[config.mk]
export PLATFORM = sky130hd
export DESIGN_NAME = meter_timer_flat
export DESIGN_NICKNAME = d
export VERILOG_FILES = /design/src/rtl/meter_timer_if.sv /design/src/rtl/meter_timer.sv /design/src/flat_wrapper.sv
export SDC_FILE = /design/constraint.sdc
export NUM_CORES = 1
export LEC_CHECK = 0
export ABC_AREA = 1
export BUFFER_PORTS_ARGS = -buffer_cell sky130_fd_sc_hd__clkbuf_2
export CAP_MARGIN = 20
export CORE_ASPECT_RATIO = 0.7
export CORE_UTILIZATION = 65
export CTS_CLUSTER_DIAMETER = 50
export DETAILED_ROUTE_END_ITERATION = 7
export PLACE_DENSITY_LB_ADDON = 0.3
export SYNTH_ARGS = -nofsm -noshare
export SYNTH_HDL_FRONTEND = slang
export SYNTH_SLANG_ARGS = --single-unit
[constraint.sdc]
create_clock -name CLK -period 7.6 [get_ports CLK]
set_clock_uncertainty 0.2 [all_clocks]
set_input_delay 0 -clock CLK [delete_from_list [all_inputs] [get_ports CLK]]
set_output_delay 0 -clock CLK [all_outputs]
set_load 0.02 [all_outputs]
[src/rtl/meter_timer_if.sv]
`default_nettype none
// ============================================================================
// Module      : meter_timer_if
// Description : Button/switch inputs and display outputs of the parking-meter
//               time-keeping core, grouped into one bundle.
//   up/down/left/right : debounced button levels (credit on rising edge)
//   sw_10 / sw_205     : load switches, level sensitive
//   time_val           : remaining seconds, 0..MAX_TIME
//   blank              : 1 = display digits off (blink phase)
//   expired            : 1 when time_val == 0
//   master : drives buttons/switches, observes display outputs
//   slave  : the timer core itself
// Revision    : 1.0 - initial release
// ============================================================================
interface meter_timer_if;
  logic        up;
  logic        down;
  logic        left;
  logic        right;
  logic        sw_10;
  logic        sw_205;
  logic [13:0] time_val;
  logic        blank;
  logic        expired;

  modport master (
    output up, down, left, right, sw_10, sw_205,
    input  time_val, blank, expired
  );

  modport slave (
    input  up, down, left, right, sw_10, sw_205,
    output time_val, blank, expired
  );
endinterface
`default_nettype wire

[src/rtl/meter_timer.sv]
`default_nettype none
// ============================================================================
// Module      : meter_timer
// Description : Parking-meter time-keeping core. Adds a fixed credit per
//               button press, counts the remaining time down once per second
//               and produces a blink/blank flag for the display stage.
//   CLK   : system clock
//   RESET : asynchronous, active-high reset
//   bus   : meter_timer_if.slave (buttons, switches, time_val/blank/expired)
// Parameters:
//   TICKS_PER_SEC : CLK cycles per second (even, >= 4)
//   MAX_TIME      : saturation ceiling in seconds
// Revision    : 1.0 - initial release
// ============================================================================
module meter_timer #(
  parameter int TICKS_PER_SEC = 100_000_000,
  parameter int MAX_TIME      = 9999
) (
  input  logic         CLK,
  input  logic         RESET,
  meter_timer_if.slave bus
);

  localparam int PRE_W = (TICKS_PER_SEC > 2) ? $clog2(TICKS_PER_SEC) : 2;

  localparam logic [PRE_W-1:0] C_PRE_LAST = PRE_W'(TICKS_PER_SEC - 1);
  localparam logic [PRE_W-1:0] C_PRE_HALF = PRE_W'(TICKS_PER_SEC / 2 - 1);
  localparam logic [PRE_W-1:0] C_PRE_ONE  = PRE_W'(1);

  localparam logic [15:0] C_MAX       = 16'(MAX_TIME);
  localparam logic [15:0] C_ADD_UP    = 16'd10;
  localparam logic [15:0] C_ADD_DOWN  = 16'd550;
  localparam logic [15:0] C_ADD_LEFT  = 16'd180;
  localparam logic [15:0] C_ADD_RIGHT = 16'd200;
  localparam logic [13:0] C_LOAD_10   = 14'd10;
  localparam logic [13:0] C_LOAD_205  = 14'd205;
  localparam logic [13:0] C_LOW_LIMIT = 14'd200;

  typedef enum logic [1:0] {
    ST_NORMAL  = 2'd0,
    ST_LOW     = 2'd1,
    ST_EXPIRED = 2'd2
  } mode_t;

  // --------------------------------------------------------------------------
  // Registers
  // --------------------------------------------------------------------------
  logic             r_up_q;
  logic             r_down_q;
  logic             r_left_q;
  logic             r_right_q;
  logic             r_arm;
  logic [PRE_W-1:0] r_pre;
  logic [13:0]      r_time;
  logic             r_expired;
  logic             r_blank;
  logic             r_phase;
  mode_t            r_mode;

  // --------------------------------------------------------------------------
  // Combinational signals
  // --------------------------------------------------------------------------
  logic             w_press_up;
  logic             w_press_down;
  logic             w_press_left;
  logic             w_press_right;
  logic             w_tick;
  logic             w_half;
  logic             w_load;
  logic             w_dec;
  logic [15:0]      w_add;
  logic [15:0]      w_sum;
  logic [13:0]      w_time_nxt;
  logic [PRE_W-1:0] w_pre_nxt;
  mode_t            w_mode_dec;
  mode_t            w_mode_nxt;
  logic             w_phase_nxt;
  logic             w_blank_nxt;

  // Edge detect. r_arm is low only on the first edge after reset, so a
  // button held through reset is absorbed into *_q without being credited.
  assign w_press_up    = r_arm & bus.up    & ~r_up_q;
  assign w_press_down  = r_arm & bus.down  & ~r_down_q;
  assign w_press_left  = r_arm & bus.left  & ~r_left_q;
  assign w_press_right = r_arm & bus.right & ~r_right_q;

  assign w_tick = (r_pre == C_PRE_LAST);
  assign w_half = (r_pre == C_PRE_HALF);
  assign w_load = bus.sw_10 | bus.sw_205;
  assign w_dec  = w_tick && (r_time != 14'd0);

  // Only the highest-priority edge earns credit in a given cycle.
  always_comb begin
    w_add = 16'd0;
    if (w_press_up) begin
      w_add = C_ADD_UP;
    end else if (w_press_down) begin
      w_add = C_ADD_DOWN;
    end else if (w_press_left) begin
      w_add = C_ADD_LEFT;
    end else if (w_press_right) begin
      w_add = C_ADD_RIGHT;
    end
  end

  // w_dec is only set for a non-zero time, so the subtraction cannot wrap;
  // 16 bits hold MAX_TIME plus the largest credit before saturating.
  assign w_sum = {2'b00, r_time} + w_add - {15'd0, w_dec};

  always_comb begin
    w_time_nxt = r_time;
    w_pre_nxt  = r_pre;
    if (bus.sw_10) begin
      w_time_nxt = C_LOAD_10;
      w_pre_nxt  = '0;
    end else if (bus.sw_205) begin
      w_time_nxt = C_LOAD_205;
      w_pre_nxt  = '0;
    end else begin
      w_time_nxt = (w_sum > C_MAX) ? C_MAX[13:0] : w_sum[13:0];
      w_pre_nxt  = w_tick ? '0 : (r_pre + C_PRE_ONE);
    end
  end

  // --------------------------------------------------------------------------
  // Display-mode FSM: mode is decoded from the registered time, so blank
  // lags a boundary crossing by one cycle.
  // --------------------------------------------------------------------------
  always_comb begin
    if (r_time == 14'd0) begin
      w_mode_dec = ST_EXPIRED;
    end else if (r_time < C_LOW_LIMIT) begin
      w_mode_dec = ST_LOW;
    end else begin
      w_mode_dec = ST_NORMAL;
    end
  end

  always_comb begin
    w_mode_nxt  = w_mode_dec;
    w_phase_nxt = r_phase;
    w_blank_nxt = r_blank;
    if (w_load || (w_mode_dec != r_mode)) begin
      // Every mode entry and every switch load starts with digits visible.
      w_phase_nxt = 1'b0;
      w_blank_nxt = 1'b0;
    end else begin
      case (r_mode)
        ST_NORMAL: begin
          w_phase_nxt = 1'b0;
          w_blank_nxt = 1'b0;
        end
        ST_LOW: begin
          if (w_tick) begin
            w_phase_nxt = ~r_phase;
            w_blank_nxt = ~r_phase;
          end
        end
        ST_EXPIRED: begin
          w_phase_nxt = 1'b0;
          if (w_half) begin
            w_blank_nxt = 1'b1;
          end else if (w_tick) begin
            w_blank_nxt = 1'b0;
          end
        end
        default: begin
          w_phase_nxt = 1'b0;
          w_blank_nxt = 1'b0;
        end
      endcase
    end
  end

  // --------------------------------------------------------------------------
  // State registers
  // --------------------------------------------------------------------------
  always_ff @(posedge CLK or posedge RESET) begin
    if (RESET) begin
      r_up_q    <= 1'b0;
      r_down_q  <= 1'b0;
      r_left_q  <= 1'b0;
      r_right_q <= 1'b0;
      r_arm     <= 1'b0;
      r_pre     <= '0;
      r_time    <= 14'd0;
      r_expired <= 1'b1;
      r_blank   <= 1'b0;
      r_phase   <= 1'b0;
      r_mode    <= ST_EXPIRED;
    end else begin
      r_up_q    <= bus.up;
      r_down_q  <= bus.down;
      r_left_q  <= bus.left;
      r_right_q <= bus.right;
      r_arm     <= 1'b1;
      r_pre     <= w_pre_nxt;
      r_time    <= w_time_nxt;
      r_expired <= (w_time_nxt == 14'd0);
      r_blank   <= w_blank_nxt;
      r_phase   <= w_phase_nxt;
      r_mode    <= w_mode_nxt;
    end
  end

  assign bus.time_val = r_time;
  assign bus.blank    = r_blank;
  assign bus.expired  = r_expired;

endmodule
`default_nettype wire
[src/flat_wrapper.sv]
// flat-port wrapper written by rule: the top's interface ports become plain ports
module meter_timer_flat 
#(
  parameter int TICKS_PER_SEC = 100_000_000,
  parameter int MAX_TIME      = 9999
)
  (CLK, RESET, bus_up, bus_down, bus_left, bus_right, bus_sw_10, bus_sw_205, bus_time_val, bus_blank, bus_expired);
  meter_timer_if bus_i ();
  input  logic CLK;
  input  logic RESET;
  input wire logic [$bits(bus_i.up)-1:0] bus_up;
  input wire logic [$bits(bus_i.down)-1:0] bus_down;
  input wire logic [$bits(bus_i.left)-1:0] bus_left;
  input wire logic [$bits(bus_i.right)-1:0] bus_right;
  input wire logic [$bits(bus_i.sw_10)-1:0] bus_sw_10;
  input wire logic [$bits(bus_i.sw_205)-1:0] bus_sw_205;
  output wire logic [$bits(bus_i.time_val)-1:0] bus_time_val;
  output wire logic [$bits(bus_i.blank)-1:0] bus_blank;
  output wire logic [$bits(bus_i.expired)-1:0] bus_expired;
  assign bus_i.up = bus_up;
  assign bus_i.down = bus_down;
  assign bus_i.left = bus_left;
  assign bus_i.right = bus_right;
  assign bus_i.sw_10 = bus_sw_10;
  assign bus_i.sw_205 = bus_sw_205;
  assign bus_time_val = bus_i.time_val;
  assign bus_blank = bus_i.blank;
  assign bus_expired = bus_i.expired;
  meter_timer #(.TICKS_PER_SEC(TICKS_PER_SEC), .MAX_TIME(MAX_TIME)) u_core (.CLK(CLK), .RESET(RESET), .bus(bus_i));
endmodule
==> flow_metrics.env <==
export IMPL_status="finished, violations left"
export IMPL_violations="hold timing"
export IMPL_gp_congestion=0.929
export IMPL_fin_setup_tns_ps=0
export IMPL_cp_required_ps=7610
export IMPL_post_route_period_util_pct=56.4
export IMPL_initial_core_util_pct=68.7
export IMPL_grt_pass1_vias=3046
export IMPL_track_usage_pct=31.9
export IMPL_fmax_mhz=233
export IMPL_arrival_ps=4290
export IMPL_path_class="reg2reg"
export IMPL_wl_per_cell_um=14.2
export IMPL_die_w_um=91.6
export IMPL_p_sw_uw=353
export IMPL_reg2reg_slack_ps=3310
export IMPL_p_sw_share_pct=41.2
export IMPL_area_delta_synth_final_pct=11.1
export IMPL_syn_inst=529
export IMPL_cts_root_buffer="clkbuf_8"
export IMPL_intPower_uw=503
export IMPL_reg2reg_to="u_core.bus.time_val[7]$_DFF_PP0_"
export IMPL_drtIter0Drc=314
export IMPL_combPwrFrac_pct=43.0
export IMPL_clockBufferDepth=2
export IMPL_cts_tree="built"
export IMPL_ys_ff_latch=51
export IMPL_cts_hold_buf=8
export IMPL_row_count=22
export IMPL_multi_input_area_sq_mm=0.00194
export IMPL_hold_ws_ps=-28.2
export IMPL_hold_violations=16
export IMPL_critPathMaxStageDelay_ps=550
export IMPL_p_per_area_mw_per_mm2=211
export IMPL_htree_levels=2
export IMPL_numCtsBuffers=5
export IMPL_post_cts_buffers=0
export IMPL_synth_async_reset_ratio_pct=100
export IMPL_ios=24
export IMPL_nFillCells=391
export IMPL_finalMaxSlewViolations=0
export IMPL_start_kind="flop"
export IMPL_synth_cell_types=36
export IMPL_worst_pin_slew_ps=770
export IMPL_vias=3471
export IMPL_grt_max_degree=52
export IMPL_stdcell_area_sq_mm=0.00406
export IMPL_diodes=0
export IMPL_avgSynthCellArea_sq_um=6.90
export IMPL_crit_fanout=6
export IMPL_end_kind="flop"
export IMPL_wl_um=9020
export IMPL_grt_first_pass_wirelength_um=14300
export IMPL_seqPwrFrac_pct=34.5
export IMPL_worstHoldPathType="in2async"
export IMPL_maxSlewHeadroom_pct=48.5
export IMPL_grt_ovfl_total=0
export IMPL_place_hpwl_um=7030
export IMPL_power_leakage_nw=2.13
export IMPL_regArea_sq_mm=0.00128
export IMPL_cts_resized=0
export IMPL_dpl_cell_count=620
export IMPL_final_nets=601
export IMPL_dpl_cell_area_sq_mm=0.00384
export IMPL_insertion_delay_ps=320
export IMPL_rsz0062_at_grt="false"
export IMPL_layout_common_cells="131 x nand2_1, 109 x inv_1, 60 x nor2_1"
export IMPL_die_area_sq_mm=0.00593
export IMPL_io_buffers=23
export IMPL_synth_edf_count=0
export IMPL_synth_area_sq_mm=0.00365
export IMPL_core_area_sq_mm=0.00531
export IMPL_firstDrtPassIters=5
export IMPL_synth_flop_cell="dfrtp_1"
export IMPL_critPathSlowestCell="dlygate4sd3_1"
export IMPL_power_frac_clock_pct=22.5
export IMPL_clk_pin_slew_worst_paths_ps=100
export IMPL_layout_commonest_cell="nand2_1"
export IMPL_synth_nets=566
export IMPL_finalNonFillerCells=637
export IMPL_path_common_cell="nand2_1"
export IMPL_setup_viol=0
export IMPL_vdd_drop_max_v=0.000112
export IMPL_rr_startpoint="u_core.r_pre[0]$_DFF_PP0_"
export IMPL_reg2regPathDepth=28
export IMPL_antenna_found_initial=0
export IMPL_timing_final_crit_period_ps=4290
export IMPL_ys_warn_count=0
export IMPL_die_h_um=64.7
export IMPL_drc=0
export IMPL_clock_sinks=51
export IMPL_max_cap_violations=0
export IMPL_ys_seq_area_share_pct=35.0
export IMPL_ant_nets=0
export IMPL_viasPerCell=5.45
export IMPL_drive_gt1_share_pct=9.91
## state kept, by name (all words and copies together) (netlist names)
signal and flops:
u_core.bus.blank 1, u_core.r_phase 1, u_core.r_right_q 1, u_core.bus.expired 1
u_core.r_pre 27, u_core.r_left_q 1, u_core.r_up_q 1, u_core.r_arm 1
u_core.bus.time_val 14, u_core.r_mode 2, u_core.r_down_q 1
## cell usage after synthesis (all sizes together), types with 3 or more instances
cell    instances  share of area, %
a21oi          26               3.7
clkbuf          3              0.31
dfrtp          49                34
ha             28               9.6
inv           110                11
nand2         135                14
nand3          33               4.9
nand3b          3              0.62
nand4          14               2.4
nor2           70               8.3
nor3           20               3.0
o21a            3              0.62
o21ai          15               2.1
xor2            3              0.72
## power by group through the flow
stage	clock, mW	sequential, mW	combinational [mW]
finish	0.193	0.295	0.368
global route	0.205	0.296	0.417
CTS	0.195	0.294	0.359
detailed placement	0	0.300	0.354
global placement	0	0.299	0.347
floorplan	0	0.308	0.258
## logic make-up after synthesis
| kind of cell | Yosys count | synth area share [%] |
|---|---|---|
| simple gates | 277 | 33.8 |
| buf+inv | 114 | 11.8 |
| compound gates | 53 | 8.19 |
| flops | 51 | 35.0 |
| fa+ha+maj | 29 | 10.1 |
| xor+xnor | 4 | 0.960 |
| other cells | 1 | 0.103 |
## worst max-delay path by stage
| stage | from | end | cells past startpoint |
|---|---|---|---|
| floorplan | u_core.r_pre[0]$_DFF_PP0_ | u_core.bus.expired$_DFF_PP1_ | 30 |
| CTS | u_core.r_pre[0]$_DFF_PP0_ | u_core.bus.time_val[7]$_DFF_PP0_ | 28 |
| finish | u_core.r_pre[0]$_DFF_PP0_ | u_core.bus.time_val[7]$_DFF_PP0_ | 28 |
| global route | u_core.r_pre[0]$_DFF_PP0_ | u_core.bus.time_val[7]$_DFF_PP0_ | 28 |
| detailed placement | u_core.r_pre[0]$_DFF_PP0_ | u_core.bus.expired$_DFF_PP1_ | 28 |
| global placement | u_core.r_pre[0]$_DFF_PP0_ | u_core.bus.expired$_DFF_PP1_ | 30 |
## critical path: cells and delay by family (launching register included)
| kind | cells | cell delay, ps |
|---|---|---|
| fa+ha+maj | 4 | 990 |
| buf+inv | 3 | 660 |
| simple gates | 21 | 1950 |
| flops | 1 | 400 |
## through the flow
stage | setup WS [ps] | power (mW) | utilization [%] | hold slack, ps
floorplan | 4170 | 0.566 | - | -169
global placement | 3880 | 0.647 | 72.3 | -75.1
detailed placement | 3750 | 0.653 | 72.3 | -72.5
CTS | 3370 | 0.849 | 76.0 | 139
global route | 3010 | 0.919 | 76.3 | 2.75
finish | 3310 | 0.855 | 76.3 | -28.2
## routing by layer
metal / track usage (%) / part of all wire (%) / vias to the layer above
met5: 0 / 0 / -
li1: - / - / 1723
met2: 45.9 / 41 / 141
met1: 48.7 / 49 / 1599
met3: 8.69 / 9.0 / 8
met4: 5.16 / 0.68 / 0
## area by class of cell
cell class / instances / share of cell area [%]
clock buffers: 5 / 1.70
clock inverters: 3 / 1.14
inverters: 110 / 10.2
multi-input cells: 364 / 47.9
flip-flops and latches: 51 / 31.5
well taps: 72 / 2.22
repair buffers: 32 / 5.31
(Power assumes the default switching activity.)
